===== config.mk =====
export PLATFORM = sky130hd
export DESIGN_NAME = instr_fetch_flat
export DESIGN_NICKNAME = d
export VERILOG_FILES = /design/src/rtl/cpu_pkg.sv /design/src/rtl/instr_fetch_if.sv /design/src/rtl/fetch_skid.sv /design/src/rtl/instr_fetch.sv /design/src/flat_wrapper.sv
export SDC_FILE = /design/constraint.sdc
export NUM_CORES = 1
export LEC_CHECK = 0
export BUFFER_PORTS_ARGS = -buffer_cell sky130_fd_sc_hd__buf_4
export CAP_MARGIN = 30
export CORE_AREA = 4 4 138 140
export DETAILED_ROUTE_END_ITERATION = 8
export DIE_AREA = 0 0 142 144
export GPL_TIMING_DRIVEN = 0
export HOLD_SLACK_MARGIN = 0.02
export PLACE_DENSITY = 0.69
export SETUP_SLACK_MARGIN = 0.5
export SYNTH_ARGS = -nofsm -noshare
export SYNTH_HDL_FRONTEND = slang
export SYNTH_HIERARCHICAL = 1
export SYNTH_SLANG_ARGS = --single-unit

===== constraint.sdc =====
create_clock -name clock -period 8.63 [get_ports clock]
set_input_delay 1.2945 -clock clock [delete_from_list [all_inputs] [get_ports clock]]
set_output_delay 1.2945 -clock clock [all_outputs]
set_load 0.005 [all_outputs]

===== src/rtl/cpu_pkg.sv =====
// Types and constants shared by the fetch and decode stages.
package cpu_pkg;
  typedef logic [31:0] instr_t;

  localparam instr_t      NOP_INSTR        = 32'h0;
  localparam logic [31:0] RESET_PC_DEFAULT = 32'h0000_0000;
  localparam logic [31:0] PC_STEP          = 32'd4;

  typedef struct packed {
    instr_t      data;
    logic [31:0] pc;
  } fetch_word_t;

  function automatic logic [31:0] align_pc(input logic [31:0] pc);
    return pc & ~32'h3;
  endfunction
endpackage


===== src/rtl/instr_fetch_if.sv =====
// Fetch-stage bus: decode-side control, instruction memory port and the IF/ID output.
interface instr_fetch_if #(parameter int ADDR_W = 8);
  import cpu_pkg::*;

  logic              stall;
  logic              redirect_valid;
  logic [31:0]       redirect_target;
  logic              imem_en;
  logic [ADDR_W-1:0] imem_addr;
  instr_t            imem_rdata;
  instr_t            dataout;
  logic [31:0]       pc_out;
  logic              valid;

  modport master (
    input  stall, redirect_valid, redirect_target, imem_rdata,
    output imem_en, imem_addr, dataout, pc_out, valid
  );

  modport slave (
    output stall, redirect_valid, redirect_target, imem_rdata,
    input  imem_en, imem_addr, dataout, pc_out, valid
  );
endinterface


===== src/rtl/fetch_skid.sv =====
// Single-entry {data, pc} holding register; clear wins over load.
module fetch_skid
  import cpu_pkg::*;
(
  input  logic        clock,
  input  logic        reset,
  input  logic        load,
  input  logic        clear,
  input  fetch_word_t din,
  output logic        valid,
  output fetch_word_t dout
);

  always_ff @(posedge clock or posedge reset) begin
    if (reset) begin
      valid <= 1'b0;
      dout  <= '0;
    end else if (clear) begin
      valid <= 1'b0;
    end else if (load) begin
      valid <= 1'b1;
      dout  <= din;
    end
  end

endmodule


===== src/rtl/instr_fetch.sv =====
// Instruction fetch: PC, synchronous imem request, skid-buffered output toward IF/ID.
module instr_fetch
  import cpu_pkg::*;
#(
  parameter int          ADDR_W   = 8,
  parameter logic [31:0] RESET_PC = RESET_PC_DEFAULT
) (
  input  logic          clock,
  input  logic          reset,
  instr_fetch_if.master bus
);

  logic [31:0] fetch_pc;
  logic [31:0] inflight_pc;
  logic        inflight;
  logic        skid_valid;
  logic        skid_load;
  logic        skid_clear;
  fetch_word_t skid_in;
  fetch_word_t skid_word;

  // Requests stop while stalled, so at most one word can land in the skid.
  assign bus.imem_en   = !reset && !bus.stall && !bus.redirect_valid;
  assign bus.imem_addr = fetch_pc[ADDR_W+1:2];

  assign skid_in    = '{data: bus.imem_rdata, pc: inflight_pc};
  assign skid_load  = bus.stall && inflight && !bus.redirect_valid;
  assign skid_clear = bus.redirect_valid || (!bus.stall && skid_valid);

  fetch_skid u_skid (
    .clock (clock),
    .reset (reset),
    .load  (skid_load),
    .clear (skid_clear),
    .din   (skid_in),
    .valid (skid_valid),
    .dout  (skid_word)
  );

  always_ff @(posedge clock or posedge reset) begin
    if (reset) begin
      fetch_pc    <= RESET_PC;
      inflight    <= 1'b0;
      inflight_pc <= '0;
      bus.dataout <= NOP_INSTR;
      bus.pc_out  <= '0;
      bus.valid   <= 1'b0;
    end else if (bus.redirect_valid) begin
      fetch_pc    <= align_pc(bus.redirect_target);
      inflight    <= 1'b0;
      bus.dataout <= NOP_INSTR;
      bus.pc_out  <= '0;
      bus.valid   <= 1'b0;
    end else if (bus.stall) begin
      inflight <= 1'b0;
    end else begin
      fetch_pc    <= fetch_pc + PC_STEP;
      inflight    <= 1'b1;
      inflight_pc <= fetch_pc;
      if (skid_valid) begin
        bus.dataout <= skid_word.data;
        bus.pc_out  <= skid_word.pc;
        bus.valid   <= 1'b1;
      end else if (inflight) begin
        bus.dataout <= bus.imem_rdata;
        bus.pc_out  <= inflight_pc;
        bus.valid   <= 1'b1;
      end else begin
        bus.dataout <= NOP_INSTR;
        bus.pc_out  <= '0;
        bus.valid   <= 1'b0;
      end
    end
  end

endmodule

===== src/flat_wrapper.sv =====
// flat-port wrapper written by rule: the top's interface ports become plain ports
module instr_fetch_flat import cpu_pkg::*;
#(
  parameter int          ADDR_W   = 8,
  parameter logic [31:0] RESET_PC = RESET_PC_DEFAULT
)
  (clock, reset, bus_stall, bus_redirect_valid, bus_redirect_target, bus_imem_rdata, bus_imem_en, bus_imem_addr, bus_dataout, bus_pc_out, bus_valid);
  instr_fetch_if #(.ADDR_W(ADDR_W)) bus_i ();
  input  logic clock;
  input  logic reset;
  input wire logic [$bits(bus_i.stall)-1:0] bus_stall;
  input wire logic [$bits(bus_i.redirect_valid)-1:0] bus_redirect_valid;
  input wire logic [$bits(bus_i.redirect_target)-1:0] bus_redirect_target;
  input wire logic [$bits(bus_i.imem_rdata)-1:0] bus_imem_rdata;
  output wire logic [$bits(bus_i.imem_en)-1:0] bus_imem_en;
  output wire logic [$bits(bus_i.imem_addr)-1:0] bus_imem_addr;
  output wire logic [$bits(bus_i.dataout)-1:0] bus_dataout;
  output wire logic [$bits(bus_i.pc_out)-1:0] bus_pc_out;
  output wire logic [$bits(bus_i.valid)-1:0] bus_valid;
  assign bus_i.stall = bus_stall;
  assign bus_i.redirect_valid = bus_redirect_valid;
  assign bus_i.redirect_target = bus_redirect_target;
  assign bus_i.imem_rdata = bus_imem_rdata;
  assign bus_imem_en = bus_i.imem_en;
  assign bus_imem_addr = bus_i.imem_addr;
  assign bus_dataout = bus_i.dataout;
  assign bus_pc_out = bus_i.pc_out;
  assign bus_valid = bus_i.valid;
  instr_fetch #(.ADDR_W(ADDR_W), .RESET_PC(RESET_PC)) u_core (.clock(clock), .reset(reset), .bus(bus_i));
endmodule

==> results of run 1 <==
routing by layer:
| layer | up-vias | wire [um] |
|---|---|---|
| li1 | 2975 | - |
| met1 | 3122 | 9370 |
| met2 | 177 | 10200 |
| met3 | 27 | 1170 |
| met4 | 0 | 295 |
| met5 | - | 0 |
cell families (layout without fill, tap and decap cells):
logic type                 after synthesis  count (layout)  share of synthesized area
DFF                                    191             191                      0.543
and+or+nand+nor                        246             246                      0.129
muxes                                   96              96                      0.148
other                                    1               2                   0.000426
adders and majority gates                1               1                    0.00142
AOI/OAI and AO/OA                      127             127                     0.0994
xor gates and xnor gates                29              29                     0.0288
buffers and inverters                   69             239                     0.0500
layout by cell type (no fill, tap or decap), drive strengths merged:
cell / n
dfrtp: 191
buf: 167
nor2: 105
mux2: 95
nand2: 69
o21ai: 62
clkbuf: 53
nor3: 36
a221o: 33
a211oi: 29
xor2: 24
nand4: 12
nand3: 12
clkinv: 7
inv: 6
bufinv: 5
and3: 5
xnor2: 5
nor4: 3
a21oi: 2
conb: 2
nor2b: 2
a21o: 1
nand3b: 1
mux2i: 1
nand2b: 1
clkdlybuf4s50: 1
ha: 1
worst max path at each step:
stage | from | to | slack [ns] | cells past startpoint
after floorplan | reset | u_core/bus.dataout[0] | 3.98 | 1
after global placement | reset | u_core/bus.pc_out[9] | 2.40 | 2
after detailed placement | bus_stall | bus_imem_en | 4.55 | 5
after CTS | bus_stall | bus_imem_en | 4.50 | 5
after global routing | bus_stall | bus_imem_en | 4.40 | 5
final | bus_stall | bus_imem_en | 4.55 | 5
power by group:
part           switching (mW)  internal (mW)
sequential              0.103           1.03
clock                   0.341          0.516
combinational           0.143          0.220
area by class of cell:
type	count	area, sq um	area share
flip-flops and latches	191	4780	0.442
plain buffers	65	425	0.0394
clock inverters	14	214	0.0198
multi-input cells	501	3590	0.332
inverters	4	22.5	0.00208
clock buffers	18	429	0.0397
repair buffers	138	1060	0.0977
well taps	229	287	0.0265
synthesized netlist by cell type (all sizes together):
| cell | n | area, sq um |
|---|---|---|
| mux2 | 95 | 1290 |
| nand2 | 69 | 267 |
| nor2 | 105 | 394 |
| o21ai | 62 | 310 |
| nand2b | 1 | 13.8 |
| nand3 | 12 | 90.1 |
| ha | 1 | 12.5 |
| dfrtp | 191 | 4780 |
| clkdlybuf4s50 | 1 | 11.3 |
| xor2 | 24 | 210 |
| buf | 29 | 273 |
| mux2i | 1 | 10.0 |
| nand4 | 12 | 75.1 |
| a221o | 33 | 330 |
| nor3 | 36 | 185 |
| inv | 4 | 15.0 |
| a21oi | 2 | 10.0 |
| clkbuf | 35 | 141 |
| nand3b | 1 | 20.0 |
| a21o | 1 | 7.51 |
| nor4 | 3 | 40.0 |
| nor2b | 2 | 20.0 |
| conb | 1 | 3.75 |
| a211oi | 29 | 218 |
| xnor2 | 5 | 43.8 |
| and3 | 5 | 31.3 |
flip-flops by register name, indices dropped and copies added, names as in the netlist:
signal               cells
u_core/u_skid/dout      64
u_core/bus.dataout      32
u_core/bus.pc_out       32
u_core/fetch_pc         30
u_core/inflight_pc      30
u_core/bus.valid         1
u_core/inflight          1
u_core/u_skid/valid      1
stage by stage:
step                       util  worst slack, ns  hold slack (ns)
after global placement    0.568             2.40            0.483
after global routing      0.606             4.40            0.524
after floorplan               -             3.98            0.458
after CTS                 0.606             4.50            0.510
final                     0.606             4.55            0.506
after detailed placement  0.570             4.55            0.492
worst min-delay path, stage by stage, from the launching register on:
cell and delay [ns]:
sky130_fd_sc_hd__dfrtp_1 0.34, sky130_fd_sc_hd__nor2_1 0.04, sky130_fd_sc_hd__nor2_1 0.08
==> impl_metrics.xml, run 1 <==
<?xml version="1.0" encoding="UTF-8"?>
<metrics>
  <group name="setup_path">
    <metric name="cp_max_fo" unit="">10</metric>
    <metric name="worst-r2r-cell-count" unit="">8</metric>
    <metric name="r2r-start" unit="">u_core/u_skid/valid</metric>
    <metric name="slowest_stage" unit="">sky130_fd_sc_hd__clkbuf_1</metric>
    <metric name="timing.critical_path.slowest_cell_delay" unit="ns">0.46</metric>
    <metric name="crit_arrival" unit="ns">2.78</metric>
    <metric name="timing.critical_path.buf_inv" unit="">4</metric>
    <metric name="crit-reg2reg-capture" unit="">u_core/u_skid/dout[59]</metric>
    <metric name="path_common_cell" unit="">sky130_fd_sc_hd__clkbuf_1</metric>
    <metric name="worst_path_class_setup" unit="">in2out</metric>
    <metric name="critical_path.top_delay_family" unit="">buffers and inverters</metric>
    <metric name="critPathCaptureType" unit="">output pin</metric>
    <metric name="worst-endpoint-required" unit="ns">7.34</metric>
    <metric name="worstSetupStartpointType" unit="">input port</metric>
    <metric name="cp_cell_sequence" unit="">clkbuf_1, clkbuf_1, buf_2, nor3_1, buf_4</metric>
    <metric name="worst-r2r-setup-slack" unit="ns">6.14</metric>
  </group>
  <group name="final_layout">
    <metric name="finish.instance_area" unit="sq um">10800</metric>
    <metric name="layout.cells.non_filler" unit="">1160</metric>
    <metric name="drive_gt1_frac" unit="">0.327</metric>
    <metric name="antennaDiodeCount" unit="">0</metric>
    <metric name="area_growth" unit="%">22.7</metric>
    <metric name="filler_cell_count" unit="">1499</metric>
    <metric name="finish.net_count" unit="">987</metric>
  </group>
  <group name="hold_path">
    <metric name="min-delay-path-class" unit="">reg2reg</metric>
    <metric name="worst_hold_startpoint" unit="">u_core/u_skid/valid</metric>
    <metric name="hold_path_end" unit="">u_core/u_skid/valid</metric>
    <metric name="hold_depth" unit="">2</metric>
  </group>
  <group name="grt">
    <metric name="globalRouteMet2Util" unit="">0.337</metric>
    <metric name="number_of_antenna_violations_at_the_first_check_in_global_routing" unit="">0</metric>
    <metric name="grt_util_met1" unit="">0.294</metric>
    <metric name="largest_net_degree_at_the_start_of_global_routing" unit="">86</metric>
    <metric name="track_usage" unit="">0.209</metric>
    <metric name="gr-max-usage-layer" unit="">met2</metric>
    <metric name="grt_pass1_vias" unit="">6345</metric>
    <metric name="global_route_wire_length_before_repair" unit="um">33600</metric>
    <metric name="overflow_after_grt" unit="">0</metric>
    <metric name="met3_usage" unit="">0.0380</metric>
  </group>
  <group name="flow_run">
    <metric name="max_cap_violations" unit="">0</metric>
  </group>
  <group name="clock_network">
    <metric name="tritoncts" unit="">yes</metric>
    <metric name="ctsHoldBuffers" unit="">0</metric>
    <metric name="post_cts_buffers" unit="">0</metric>
    <metric name="clk-insertion-delay-late" unit="ns">0.43</metric>
    <metric name="root_buffer" unit="">sky130_fd_sc_hd__clkbuf_16</metric>
    <metric name="clk_pin_slew_worst_paths" unit="ns">0.06</metric>
    <metric name="clock_path_buffers" unit="">2</metric>
    <metric name="cts.repair.resized" unit="">0</metric>
    <metric name="cts-buffers-inserted" unit="">17</metric>
    <metric name="h_tree_level_count" unit="">4</metric>
    <metric name="clock_sinks" unit="">191</metric>
  </group>
  <group name="synthesis">
    <metric name="postSynthRegisterBits" unit="">191</metric>
    <metric name="synth_cell_types" unit="">40</metric>
    <metric name="yosysSeqAreaShare" unit="">0.543</metric>
    <metric name="yosys_warnings" unit="">6</metric>
    <metric name="cells_after_synth" unit="">760</metric>
    <metric name="post_syn_area_per_cell" unit="sq um">11.6</metric>
    <metric name="mappedNetlistArea" unit="sq um">8810</metric>
  </group>
  <group name="sta">
    <metric name="setup_violations" unit="">0</metric>
    <metric name="timing.fmax" unit="MHz">245</metric>
    <metric name="timing.final.max_slew_violations" unit="">0</metric>
    <metric name="rsz_0062_raised_after_global_routing" unit="">false</metric>
    <metric name="timing.clock.skew" unit="ns">0.00742</metric>
    <metric name="finalHoldViolations" unit="">0</metric>
    <metric name="min_period_over_period" unit="">0.472</metric>
    <metric name="setup-tns-final" unit="ns">0</metric>
    <metric name="worstMarginPinSlew" unit="ns">0.851</metric>
    <metric name="final.min_clock_period" unit="ns">4.08</metric>
    <metric name="max-slew-margin-rel" unit="">0.433</metric>
  </group>
  <group name="detailed_routing">
    <metric name="drt_pass1_iterations" unit="">4</metric>
    <metric name="vias_per_cell" unit="">5.43</metric>
    <metric name="ant_nets" unit="">0</metric>
    <metric name="drc_violations_left" unit="">0</metric>
    <metric name="drt_iter0_markers" unit="">409</metric>
    <metric name="wirelength" unit="um">21000</metric>
    <metric name="wl_per_cell" unit="um">18.1</metric>
    <metric name="routed-via-count" unit="">6301</metric>
  </group>
  <group name="power">
    <metric name="ir_drop" unit="mV">0.159</metric>
    <metric name="leakage" unit="nW">5.01</metric>
    <metric name="post-layout-total-power" unit="mW">2.36</metric>
    <metric name="power-per-cell-area" unit="nW/um^2">218</metric>
  </group>
  <group name="die">
    <metric name="die_width" unit="um">142</metric>
    <metric name="chipHeight" unit="um">144</metric>
    <metric name="row_count" unit="">49</metric>
    <metric name="start_util" unit="">0.494</metric>
    <metric name="core_region_area" unit="sq um">17800</metric>
    <metric name="area_enclosed_by_the_die_boundary" unit="sq um">20400</metric>
    <metric name="ioPinCount" unit="">142</metric>
  </group>
  <group name="placement">
    <metric name="placement.io_buffers" unit="">137</metric>
    <metric name="placed_instances" unit="">1128</metric>
    <metric name="area_after_dpl" unit="sq um">10200</metric>
    <metric name="gp_congestion" unit="">0.781</metric>
    <metric name="dp.final_hpwl" unit="um">14900</metric>
  </group>
  <group name="outcome">
    <metric name="status" unit="">completed</metric>
  </group>
</metrics>
(Power assumes the default switching activity.)
==> run 2, diff against run 1 <==
==> constraint.sdc (replaced) <==
create_clock -name clock -period 4 [get_ports clock]
set_input_delay 0.6 -clock clock [delete_from_list [all_inputs] [get_ports clock]]
set_output_delay 0.6 -clock clock [all_outputs]
set_load 0.005 [all_outputs]
==> impl_metrics.xml, run 2 (synthesis gave the netlist of run 1 again) <==
<?xml version="1.0" encoding="UTF-8"?>
<metrics>
  <group name="outcome">
    <metric name="status" unit="">completed</metric>
  </group>
  <group name="clock_network">
    <metric name="clock_sinks" unit="">191</metric>
    <metric name="cts.repair.resized" unit="">0</metric>
    <metric name="post_cts_buffers" unit="">0</metric>
    <metric name="clk_pin_slew_worst_paths" unit="ns">0.07</metric>
    <metric name="clk-insertion-delay-late" unit="ns">0.44</metric>
    <metric name="cts-buffers-inserted" unit="">17</metric>
    <metric name="h_tree_level_count" unit="">4</metric>
    <metric name="root_buffer" unit="">sky130_fd_sc_hd__clkbuf_16</metric>
    <metric name="clock_path_buffers" unit="">2</metric>
    <metric name="ctsHoldBuffers" unit="">0</metric>
    <metric name="tritoncts" unit="">yes</metric>
  </group>
  <group name="final_layout">
    <metric name="largest_register_ffs" unit="">64</metric>
    <metric name="finish.instance_area" unit="sq um">10800</metric>
    <metric name="area_growth" unit="%">22.5</metric>
    <metric name="finish.net_count" unit="">989</metric>
    <metric name="drive_gt1_frac" unit="">0.329</metric>
    <metric name="regMostFlops" unit="">u_core/u_skid/dout</metric>
    <metric name="mostFrequentLayoutCells" unit="">sky130_fd_sc_hd__dfrtp_1, sky130_fd_sc_hd__buf_4, sky130_fd_sc_hd__nor2_1</metric>
    <metric name="antennaDiodeCount" unit="">0</metric>
    <metric name="filler_cell_count" unit="">1494</metric>
    <metric name="largest_registers" unit="">u_core/u_skid/dout x64, u_core/bus.dataout x32, u_core/bus.pc_out x32</metric>
    <metric name="layout_commonest_cell" unit="">sky130_fd_sc_hd__dfrtp_1</metric>
  </group>
  <group name="setup_path">
    <metric name="worst_path_class_setup" unit="">in2out</metric>
    <metric name="worst-r2r-cell-count" unit="">8</metric>
    <metric name="timing.critical_path.slowest_cell_delay" unit="ns">0.44</metric>
    <metric name="cp_cell_sequence" unit="">clkbuf_1, clkbuf_1, buf_2, nor3_1, buf_4</metric>
    <metric name="worst-r2r-setup-slack" unit="ns">1.54</metric>
    <metric name="slowest_stage" unit="">sky130_fd_sc_hd__clkbuf_1</metric>
    <metric name="crit-reg2reg-capture" unit="">u_core/u_skid/dout[47]</metric>
    <metric name="r2r-start" unit="">u_core/u_skid/valid</metric>
    <metric name="cp_max_fo" unit="">10</metric>
    <metric name="path_common_cell" unit="">sky130_fd_sc_hd__clkbuf_1</metric>
    <metric name="crit_arrival" unit="ns">2.07</metric>
    <metric name="worstSetupStartpointType" unit="">input port</metric>
    <metric name="critical_path.startpoint" unit="">bus_stall</metric>
    <metric name="critPathCaptureType" unit="">output pin</metric>
    <metric name="worst-endpoint-required" unit="ns">3.40</metric>
  </group>
  <group name="detailed_routing">
    <metric name="wirelength" unit="um">21000</metric>
    <metric name="wl_per_cell" unit="um">18.1</metric>
    <metric name="drt_pass1_iterations" unit="">5</metric>
    <metric name="routed-via-count" unit="">6291</metric>
    <metric name="vias_per_cell" unit="">5.41</metric>
    <metric name="drt_iter0_markers" unit="">458</metric>
    <metric name="drc_violations_left" unit="">0</metric>
    <metric name="ant_nets" unit="">0</metric>
  </group>
  <group name="sta">
    <metric name="max-slew-margin-rel" unit="">0.435</metric>
    <metric name="worstMarginPinSlew" unit="ns">0.848</metric>
    <metric name="setup_violations" unit="">0</metric>
    <metric name="timing.clock.skew" unit="ns">0.00920</metric>
    <metric name="timing.fmax" unit="MHz">375</metric>
    <metric name="timing.final.max_slew_violations" unit="">0</metric>
    <metric name="setup-tns-final" unit="ns">0</metric>
    <metric name="rsz_0062_raised_after_global_routing" unit="">false</metric>
    <metric name="finalHoldViolations" unit="">0</metric>
    <metric name="final.min_clock_period" unit="ns">2.67</metric>
    <metric name="min_period_over_period" unit="">0.667</metric>
  </group>
  <group name="power">
    <metric name="internal_power" unit="mW">3.65</metric>
    <metric name="power.share.switching" unit="">0.265</metric>
    <metric name="power_frac_comb" unit="">0.158</metric>
    <metric name="power-per-cell-area" unit="nW/um^2">460</metric>
    <metric name="power.share.clock" unit="">0.348</metric>
    <metric name="leakage" unit="nW">4.99</metric>
    <metric name="ir_drop" unit="mV">0.323</metric>
    <metric name="seqPwrFrac" unit="">0.494</metric>
    <metric name="net-switching-power" unit="mW">1.31</metric>
  </group>
  <group name="die">
    <metric name="core_region_area" unit="sq um">17800</metric>
    <metric name="ioPinCount" unit="">142</metric>
    <metric name="area_enclosed_by_the_die_boundary" unit="sq um">20400</metric>
    <metric name="chipHeight" unit="um">144</metric>
    <metric name="die_width" unit="um">142</metric>
    <metric name="row_count" unit="">49</metric>
    <metric name="start_util" unit="">0.494</metric>
  </group>
  <group name="hold_path">
    <metric name="min-delay-path-class" unit="">in2async</metric>
  </group>
  <group name="flow_run">
    <metric name="max_cap_violations" unit="">0</metric>
  </group>
  <group name="placement">
    <metric name="gp_congestion" unit="">0.801</metric>
    <metric name="dp.final_hpwl" unit="um">15200</metric>
    <metric name="placement.io_buffers" unit="">137</metric>
    <metric name="area_after_dpl" unit="sq um">10200</metric>
  </group>
  <group name="grt">
    <metric name="grt_pass1_vias" unit="">6483</metric>
    <metric name="largest_net_degree_at_the_start_of_global_routing" unit="">66</metric>
    <metric name="track_usage" unit="">0.214</metric>
    <metric name="global_route_wire_length_before_repair" unit="um">34300</metric>
    <metric name="overflow_after_grt" unit="">0</metric>
    <metric name="number_of_antenna_violations_at_the_first_check_in_global_routing" unit="">0</metric>
  </group>
</metrics>
[run 2: stage by stage]
stage / std cells / worst slack [ns] / util / total power, mW / hold WS, ns
after CTS: 1162 / 1.29 / 0.605 / 5.00 / 0.228
after floorplan: 761 / 1.58 / - / 2.97 / 0.458
after global placement: 1127 / 0.749 / 0.568 / 3.23 / 0.482
final: 1162 / 1.33 / 0.605 / 4.96 / 0.231
after detailed placement: 1130 / 0.982 / 0.571 / 3.27 / 0.493
after global routing: 1162 / 1.16 / 0.605 / 5.20 / 0.259
[run 2: how the worst max path moves through the flow]
stage                             endpoint  slack, ns  cells past startpoint
floorplan            u_core/u_skid/dout[0]       1.58                      9
global placement     u_core/u_skid/dout[6]       0.75                      2
detailed placement  u_core/u_skid/dout[33]       0.98                      9
CTS                            bus_imem_en       1.29                      5
global route                   bus_imem_en       1.16                      5
finish                         bus_imem_en       1.33                      5
[run 2: final cells by class]
| cell class | instances | area, sq um | share of cell area |
|---|---|---|---|
| sequential | 191 | 4780 | 0.443 |
| multi-input combinational | 501 | 3590 | 0.333 |
| timing repair buffer | 140 | 1090 | 0.101 |
| clock buffer | 17 | 425 | 0.0394 |
| buffer | 65 | 425 | 0.0394 |
| tap | 229 | 287 | 0.0266 |
| clock inverter | 15 | 174 | 0.0161 |
| inverter | 4 | 21.3 | 0.00197 |
[run 2: worst max-delay path, delay by kind of cell]
kind | cells | cell delay, ns
buffers and inverters | 4 | 1.37
AND/OR/NAND/NOR | 1 | 0.10
[run 2: power by group through the flow]
stage | combinational, mW | clock (mW) | sequential [mW]
floorplan | 0.552 | 0 | 2.42
global placement | 0.762 | 0 | 2.46
detailed placement | 0.788 | 0 | 2.48
CTS | 0.793 | 1.76 | 2.45
global route | 0.862 | 1.85 | 2.49
finish | 0.784 | 1.72 | 2.45
[run 2: routing by layer]
layer / global-route usage / vias up / share of wire
met5: 0 / - / 0
met4: 0.0591 / 0 / 0.014
met1: 0.290 / 3128 / 0.45
li1: - / 2982 / -
met3: 0.0433 / 21 / 0.052
met2: 0.353 / 160 / 0.48
